--- src/rtl/if_stage_pkg.sv ---
// Shared types and constants for the instruction-fetch stage.
package if_stage_pkg;

  // Fetch FSM: FETCH has a request outstanding, HOLD parks a fetched word
  // during a stall, DROP waits out a response made stale by a flush.
  typedef enum logic [1:0] {
    IF_FETCH = 2'd0,
    IF_HOLD  = 2'd1,
    IF_DROP  = 2'd2
  } if_state_e;

  localparam logic [31:0] NOP_INST         = 32'h0000_0000;
  localparam logic [31:0] RESET_PC_DEFAULT = 32'h0000_0000;

  // Sequential PC step; the 32-bit result wraps naturally at 2^32.
  function automatic logic [31:0] pc_plus4(input logic [31:0] pc);
    return pc + 32'd4;
  endfunction

endpackage

--- src/rtl/if_id_reg.sv ---
// IF/ID pipeline register with a load enable and a flush-to-NOP input.
module if_id_reg
  import if_stage_pkg::*;
(
  input  logic        clk,
  input  logic        rst,
  input  logic        load,
  input  logic        bubble,
  input  logic [31:0] inst_in,
  input  logic [31:0] pc4_in,
  output logic [31:0] inst,
  output logic [31:0] pc4,
  output logic        valid
);

  // Bubble takes priority over load so a flush never lets a word through.
  always_ff @(posedge clk or posedge rst) begin
    if (rst) begin
      inst  <= NOP_INST;
      pc4   <= 32'h0;
      valid <= 1'b0;
    end else if (bubble) begin
      inst  <= NOP_INST;
      pc4   <= 32'h0;
      valid <= 1'b0;
    end else if (load) begin
      inst  <= inst_in;
      pc4   <= pc4_in;
      valid <= 1'b1;
    end
  end

endmodule

--- src/rtl/if_stage.sv ---
// Instruction-fetch stage: PC, imem request handshake, hold buffer for
// stalls, stale-response dropping for flushes, and the IF/ID register.
module if_stage
  import if_stage_pkg::*;
#(
  parameter logic [31:0] RESET_PC = RESET_PC_DEFAULT
) (
  input  logic        clk,
  input  logic        rst,
  input  logic        PCWrite,
  input  logic        IF_ID_Write,
  input  logic        Flush,
  input  logic [31:0] redirect_pc,
  output logic        imem_req,
  output logic [31:0] imem_addr,
  input  logic [31:0] imem_rdata,
  input  logic        imem_ready,
  output logic [31:0] IF_ID_inst,
  output logic [31:0] IF_ID_pc4,
  output logic        IF_ID_valid,
  output logic        fetch_busy
);

  if_state_e   state, state_next;
  logic [31:0] pc, pc_next;
  logic [31:0] hold, hold_next;
  logic [31:0] stale, stale_next;
  logic        ifid_load, ifid_bubble;
  logic [31:0] ifid_inst_in;
  logic        adv;

  assign adv = PCWrite & IF_ID_Write;

  // Next-state, PC and IF/ID control; Flush beats adv in every state.
  always_comb begin
    // NOTE: every output of this block gets a default first, so no path
    // can leave a signal unassigned and infer a latch.
    state_next   = state;
    pc_next      = pc;
    hold_next    = hold;
    stale_next   = stale;
    ifid_load    = 1'b0;
    ifid_bubble  = 1'b0;
    ifid_inst_in = imem_rdata;
    unique case (state)
      IF_FETCH: begin
        if (imem_ready) begin
          if (Flush) begin
            pc_next     = redirect_pc;
            ifid_bubble = 1'b1;
          end else if (adv) begin
            ifid_load = 1'b1;
            pc_next   = pc_plus4(pc);
          end else begin
            hold_next  = imem_rdata;
            state_next = IF_HOLD;
          end
        end else if (Flush) begin
          stale_next  = pc;
          pc_next     = redirect_pc;
          ifid_bubble = 1'b1;
          state_next  = IF_DROP;
        end else if (IF_ID_Write) begin
          ifid_bubble = 1'b1;
        end
      end
      IF_HOLD: begin
        ifid_inst_in = hold;
        if (Flush) begin
          pc_next     = redirect_pc;
          ifid_bubble = 1'b1;
          state_next  = IF_FETCH;
        end else if (adv) begin
          ifid_load  = 1'b1;
          pc_next    = pc_plus4(pc);
          state_next = IF_FETCH;
        end
      end
      IF_DROP: begin
        // The stale response is discarded; IF/ID stays a bubble meanwhile.
        if (Flush) begin
          pc_next     = redirect_pc;
          ifid_bubble = 1'b1;
        end else if (IF_ID_Write) begin
          ifid_bubble = 1'b1;
        end
        if (imem_ready) state_next = IF_FETCH;
      end
      default: state_next = IF_FETCH;
    endcase
  end

  // State, PC, hold buffer and stale-address registers.
  always_ff @(posedge clk or posedge rst) begin
    // NOTE: sequential state uses non-blocking assignments so every
    // register samples pre-edge values regardless of statement order.
    if (rst) begin
      state <= IF_FETCH;
      pc    <= RESET_PC;
      hold  <= 32'h0;
      stale <= 32'h0;
    end else begin
      state <= state_next;
      pc    <= pc_next;
      hold  <= hold_next;
      stale <= stale_next;
    end
  end

  assign imem_req   = !rst && (state != IF_HOLD);
  assign imem_addr  = (state == IF_DROP) ? stale : pc;
  assign fetch_busy = ((state == IF_FETCH) || (state == IF_DROP)) && !imem_ready;

  if_id_reg u_if_id_reg (
    .clk     (clk),
    .rst     (rst),
    .load    (ifid_load),
    .bubble  (ifid_bubble),
    .inst_in (ifid_inst_in),
    .pc4_in  (pc_plus4(pc)),
    .inst    (IF_ID_inst),
    .pc4     (IF_ID_pc4),
    .valid   (IF_ID_valid)
  );

endmodule

--- config.mk ---
export PLATFORM = sky130hd
export DESIGN_NAME = if_stage
export DESIGN_NICKNAME = d
export VERILOG_FILES = /design/src/rtl/if_stage_pkg.sv /design/src/rtl/if_id_reg.sv /design/src/rtl/if_stage.sv
export SDC_FILE = /design/constraint.sdc
export NUM_CORES = 1
export LEC_CHECK = 0
export BUFFER_PORTS_ARGS = -buffer_cell sky130_fd_sc_hd__clkbuf_2
export CAP_MARGIN = 5
export CORE_MARGIN = 8
export CORE_UTILIZATION = 45
export DETAILED_ROUTE_END_ITERATION = 10
export GPL_TIMING_DRIVEN = 1
export PLACE_DENSITY = 0.69
export SYNTH_ARGS = -nofsm -noshare
export SYNTH_HDL_FRONTEND = slang
export SYNTH_HIERARCHICAL = 1
export SYNTH_SLANG_ARGS = --single-unit
--- constraint.sdc ---
create_clock -name clk -period 5.6 [get_ports clk]
set_input_delay 0.56 -clock clk [delete_from_list [all_inputs] [get_ports clk]]
set_output_delay 0.56 -clock clk [all_outputs]
set_load 0.01 [all_outputs]
# Yosys cells after proc, flatten, opt, wreduce, memory -nomap -nowiden
# Index checks and enable logic that the tools add are counted.
# classes
addsub	1
mux	30
reduce_logical	11
div_mod_pow	0
n_lt_le_gt_ge	0
shift	0
n_bitwise	4
mul	0
n_eq_ne	8
# ops
operator	count
$mux W32	10
$pmux W32 S3	1
$add A32 B3 Y32 const B	1
$mux W2	7
$ne A3 B3 Y1 const B	4
$mux W1	9
$pmux W2 S3	1
$reduce_and A5 Y1	1
$reduce_and A4 Y1	1
$not A1 Y1	3
$pmux W1 S3	1
$reduce_and A3 Y1	1
$reduce_bool A3 Y1	1
$eq A2 B1 Y1 const B	1
$eq A2 B2 Y1 const B	1
$logic_and A1 B1 Y1	2
$logic_not A1 Y1	2
$logic_not A2 Y1	1
$ne A2 B1 Y1 const B	1
$ne A2 B2 Y1 const B	1
$pmux W1 S2	1
$reduce_bool A2 Y1	1
$and A1 B1 Y1	1
$logic_or A1 B1 Y1	1
# word_totals
wordCells	61
memories	0
out_inout_bits	99
mem_bits_ro	0
mem_bits_rw	0
latch_bits	0
ff_bits	163

# Logic depth before layout (Yosys ltp)
# logic_depth
word_depth	7
depth_mapped	10
depth_no_buf	8

# Modules after synthesis
# The synthesis kept the hierarchy.
# by_module_without_submodules
mod	instances	cells_each	area_each_um2
if_stage	1	603	6002.0
if_id_reg	1	210	2640.0

# Worst setup path before layout
# OpenSTA, ideal clock, no wires.
# synth_timing
kind	register -> register
startpoint	register state[1]
endpoint	register u_if_id_reg.inst[10]
arrival_ps	2057
setup_ps	132
slack_ps	3411
stages_incl_launch_ff	11
t_required_ps	5468
path_cell_list	dfrtp_1 inv_1 ha_1 clkbuf_1 clkbuf_1 a21oi_1 nor2_1 buf_6 buf_8 mux2i_1 nor2_1
# synth_between
elab_cells_between_ends	9
# synth_lines
item	line	source
from (decl)	if_stage.sv:24	if_state_e state, state_next;
from (signal assigned)	if_stage.sv:103	state <= state_next;
$eq A2 B1 Y1 or $logic_not A2 Y1 (tied branches)	if_stage.sv:45	unique case (state)
$pmux W1 S2 (*)	if_stage.sv:45	
via ifid_load	if_stage.sv:28	logic ifid_load, ifid_bubble;
$reduce_bool A2 Y1 (no source line) (*)	-	
to (signal assigned)	if_id_reg.sv:27	inst <= inst_in;
to (decl)	if_id_reg.sv:11	output logic [31:0] inst,
# Mark *: on every way through the listed nets, which the timed path passes. The rest lies on a longest branch. The select of a mux whose other input is x is not followed.
# A chain may end at the register's enable or synchronous reset.

# Worst setup path in the final report
# layout_timing
startpoint	register state[0]
endpoint	register pc[23]
# layout_between
elab_chain_len	2
elab_cells_between_ends	5
# layout_lines
item	line	source
$eq A2 B2 Y1, or another cell as far along	if_stage.sv:45	
$pmux W32 S3 or $reduce_bool A3 Y1 (tied branches)	-	
to (signal assigned)	if_stage.sv:104	pc <= pc_next;
to (decl)	if_stage.sv:25	logic [31:0] pc, pc_next;
# Several ways; a longest one is shown, not always the timed one.

==> impl_metrics.json <==
{
  "postSynth.topFlopCell": "sky130_fd_sc_hd__dfrtp_1",
  "timing_max_transition_violations_final": 0,
  "drt_iter0_markers": 447,
  "dp_hpwl_um": 16200,
  "first_pass_iters": 5,
  "outcome": "completed",
  "timing.slew.headroom": 0.323,
  "io_buffers": 168,
  "fmax_mhz": 316,
  "layout_worst_path_cycle_share": 0.564,
  "count_of_yosys_warnings_during_synthesis": 6,
  "num_vias": 6779,
  "die_x_um": 155,
  "synth_top_cells_by_area": "sky130_fd_sc_hd__dfrtp_1, sky130_fd_sc_hd__mux2_2, sky130_fd_sc_hd__mux2i_1",
  "synthDominantCellAreaShare": 0.472,
  "fp.dieH_um": 155,
  "timing_worst_slew_pin_value_ns": 1.00,
  "report.final.setup_viol": 0,
  "critical_path.slowest_cell": "sky130_fd_sc_hd__ha_1",
  "fin_skew_ns": 0.0194,
  "pin_count_of_the_biggest_net_entering_global_routing": 66,
  "clockBufferDepth": 2,
  "finalCoreUtilization": 0.539,
  "finalNetCount": 1021,
  "total_power_mw": 4.91,
  "synthDominantAreaCellType": "sky130_fd_sc_hd__dfrtp_1",
  "cts_tree": "built",
  "globalRouteOverflowTotal": 0,
  "ctsHtreeMaxLevel": 4,
  "io_pins": 169,
  "gp_congestion": 0.872,
  "cellPowerDensity_nw_per_um2": 486,
  "hp-class": "input port to asynchronous set/reset pin",
  "vdd_drop_max_uv": 235,
  "timing.critical_path.cells": "ha_1, clkinv_1, o21ai_1, buf_4, o311ai_0, o311ai_0",
  "route.detailed.vias_per_inst": 5.69,
  "yosys_register_bits": 163,
  "layout-drive-gt1-share": 0.358,
  "quantity_of_gates_resized_following_cts": 0,
  "maxCapViolCount": 0,
  "critPathCaptureType": "flop",
  "first_global_vias": 6783,
  "clockRootBuffer": "sky130_fd_sc_hd__clkbuf_16",
  "cts_sinks": 163,
  "area_taken_by_flip_flops_and_latches_um2": 4080,
  "power.share.switching": 0.390,
  "syn-cell-area_um2": 8640,
  "fill_cells": 1690,
  "route.antenna.remaining_nets": 0,
  "net_switching_power_figure_mw": 1.92,
  "cts.repair_timing.setup_buffer_count": 0,
  "postRouteWirelength_um": 23400,
  "worst-endpoint-required_ns": 5.90,
  "remaining_drc_errors": 0,
  "rows": 50,
  "multiInputGateArea_um2": 4210,
  "p_comb_frac": 0.384,
  "setup_tns_ns": 0,
  "synth.top_cells.by_count": "sky130_fd_sc_hd__dfrtp_1, sky130_fd_sc_hd__mux2_2, sky130_fd_sc_hd__nor2_1",
  "antenna_found_initial": 0,
  "power.static_leakage_nw": 4.58,
  "grt_pass1_wl_um": 37300,
  "global_route.usage.total": 0.196,
  "clk_lat_worst_skew_ns": 0.43,
  "timing_hold_violations_final": 0,
  "fin_crit_ns": 3.16,
  "initial_core_util": 0.460,
  "ctsHoldBuffers": 0,
  "dieArea_um2": 23900,
  "post_synth.cell_area_avg_um2": 10.6,
  "seq_power_share": 0.391,
  "synth_enable_flop_cells": 0,
  "cts_buffers": 17,
  "netlist-cell-type-count": 59,
  "synth-async-reset-ratio": 1.00,
  "p_clk_frac": 0.225,
  "path_common_cell": "sky130_fd_sc_hd__o311ai_0",
  "design.core.area_um2": 18800,
  "timing.critical_path.slowest_cell_delay_ns": 0.76,
  "wl_per_cell_um": 19.6,
  "worst_setup_path_class": "flop to flop",
  "diodes": 0,
  "number_of_cells_produced_by_synthesis": 813,
  "seq_area_frac_synth": 0.472,
  "worst_path_dominant_cell_family": "buffers and inverters",
  "synthesis.nets": 889,
  "cp_data_arrival_time_ns": 3.46,
  "layout-area-overhead-vs-synth_pct": 17.0,
  "yosysMostFrequentCell": "sky130_fd_sc_hd__dfrtp_1",
  "clk_pin_slew_ns": 0.07,
  "worst-path-max-fanout": 24,
  "critical_path.n_buffers_inverters": 2,
  "intPower_mw": 2.99,
  "grt_setup_unrepaired": "no",
  "timing.critical_path.from_type": "flop"
}
[area by class of cell]
type,instances,area share
repair buffers,178,0.0919
flip-flops and latches,163,0.404
clock inverters,14,0.0119
multi-input cells,572,0.416
clock buffers,18,0.0425
well taps,234,0.0290
inverters,13,0.00508
[routing by layer]
metal	vias up	part of all wire	track usage	routed length [um]
li1	3155	-	-	-
met5	-	0	0	0
met3	34	0.098	0.0780	2300
met2	262	0.44	0.292	10400
met1	3328	0.44	0.260	10300
met4	0	0.015	0.0499	361
[cell usage in the layout, fill, tap and decap left out, types with 3 or more instances in the layout]
cell type / n
sky130_fd_sc_hd__xor2_1: 7
sky130_fd_sc_hd__xnor2_1: 22
sky130_fd_sc_hd__a31oi_1: 17
sky130_fd_sc_hd__dfrtp_1: 163
sky130_fd_sc_hd__o311ai_0: 9
sky130_fd_sc_hd__inv_6: 4
sky130_fd_sc_hd__ha_1: 4
sky130_fd_sc_hd__or3_1: 9
sky130_fd_sc_hd__a21oi_1: 30
sky130_fd_sc_hd__o21ai_0: 36
sky130_fd_sc_hd__nand2b_1: 4
sky130_fd_sc_hd__mux2i_1: 65
sky130_fd_sc_hd__and3_1: 3
sky130_fd_sc_hd__clkinv_4: 4
sky130_fd_sc_hd__clkbuf_2: 168
sky130_fd_sc_hd__a22oi_1: 5
sky130_fd_sc_hd__nand4_1: 15
sky130_fd_sc_hd__a2bb2oi_1: 6
sky130_fd_sc_hd__mux2_2: 117
sky130_fd_sc_hd__o211ai_1: 7
sky130_fd_sc_hd__nor3_1: 7
sky130_fd_sc_hd__buf_4: 9
sky130_fd_sc_hd__a22o_1: 3
sky130_fd_sc_hd__nor2_1: 95
sky130_fd_sc_hd__clkbuf_16: 17
sky130_fd_sc_hd__clkinvlp_4: 3
sky130_fd_sc_hd__nand2_1: 54
sky130_fd_sc_hd__o21a_1: 3
sky130_fd_sc_hd__inv_1: 10
sky130_fd_sc_hd__nand3_1: 16
[kinds of logic (layout without fill, tap and decap cells)]
group                      count (synthesis)  in the layout  synth area share
AOI/OAI and AO/OA                        132            132            0.0966
DFF                                      163            163             0.472
adders and majority gates                  6              6           0.00869
and+or+nand+nor                          223            223             0.122
xor gates and xnor gates                  29             29            0.0294
muxes                                    182            182             0.228
buffers and inverters                     78            223            0.0439
[registers in the layout (all words and copies together) (netlist names)]
| name | count |
|---|---|
| stale | 32 |
| u_if_id_reg/pc4 | 32 |
| hold | 32 |
| u_if_id_reg/inst | 32 |
| state | 2 |
| pc | 32 |
| u_if_id_reg/valid | 1 |
[worst register-to-register path: stages (launching register included)]
cell and delay (ns):
sky130_fd_sc_hd__dfrtp_1 0.44, sky130_fd_sc_hd__ha_1 0.76, sky130_fd_sc_hd__clkinv_1 0.57, sky130_fd_sc_hd__o21ai_1 0.62, sky130_fd_sc_hd__buf_4 0.35, sky130_fd_sc_hd__o311ai_0 0.16
sky130_fd_sc_hd__o311ai_0 0.13
[path summary, 6_finish.rpt]
check | slack (ns) | endpoint | startpoint | depth (start not counted)
worst max-delay path | 2.44 | pc[23] | state[0] | 6
worst min-delay path | 0.30 | hold[29] | rst | 2
worst max register to register | 2.44 | pc[23] | state[0] | 6
worst min register to register | 0.48 | stale[26] | stale[26] | 2
max in group asynchronous | 4.25 | stale[15] | rst | 3
min in group clk | 0.35 | pc[7] | redirect_pc[7] | 3
[power groups by stage]
| stage | sequential (mW) | clock, mW | combinational, mW |
|---|---|---|---|
| after global routing | 1.98 | 1.18 | 2.07 |
| after CTS | 1.91 | 1.13 | 1.91 |
| after global placement | 1.92 | 0 | 1.87 |
| after detailed placement | 1.93 | 0 | 1.90 |
| final | 1.92 | 1.11 | 1.88 |
| after floorplan | 1.77 | 0 | 1.45 |
[metrics by stage]
step	cells	hold slack (ns)	instance area, um2	setup WS [ns]
6_report	1192	0.296	10100	2.44
5_1_grt	1192	0.339	10100	2.22
4_1_cts	1192	0.318	10100	2.51
3_5_place_dp	1160	0.471	9560	2.39
3_3_place_gp	1160	0.462	9560	2.48
2_1_floorplan	813	0.450	8640	2.48
Note: power is estimated with default switching activity, not from simulation.
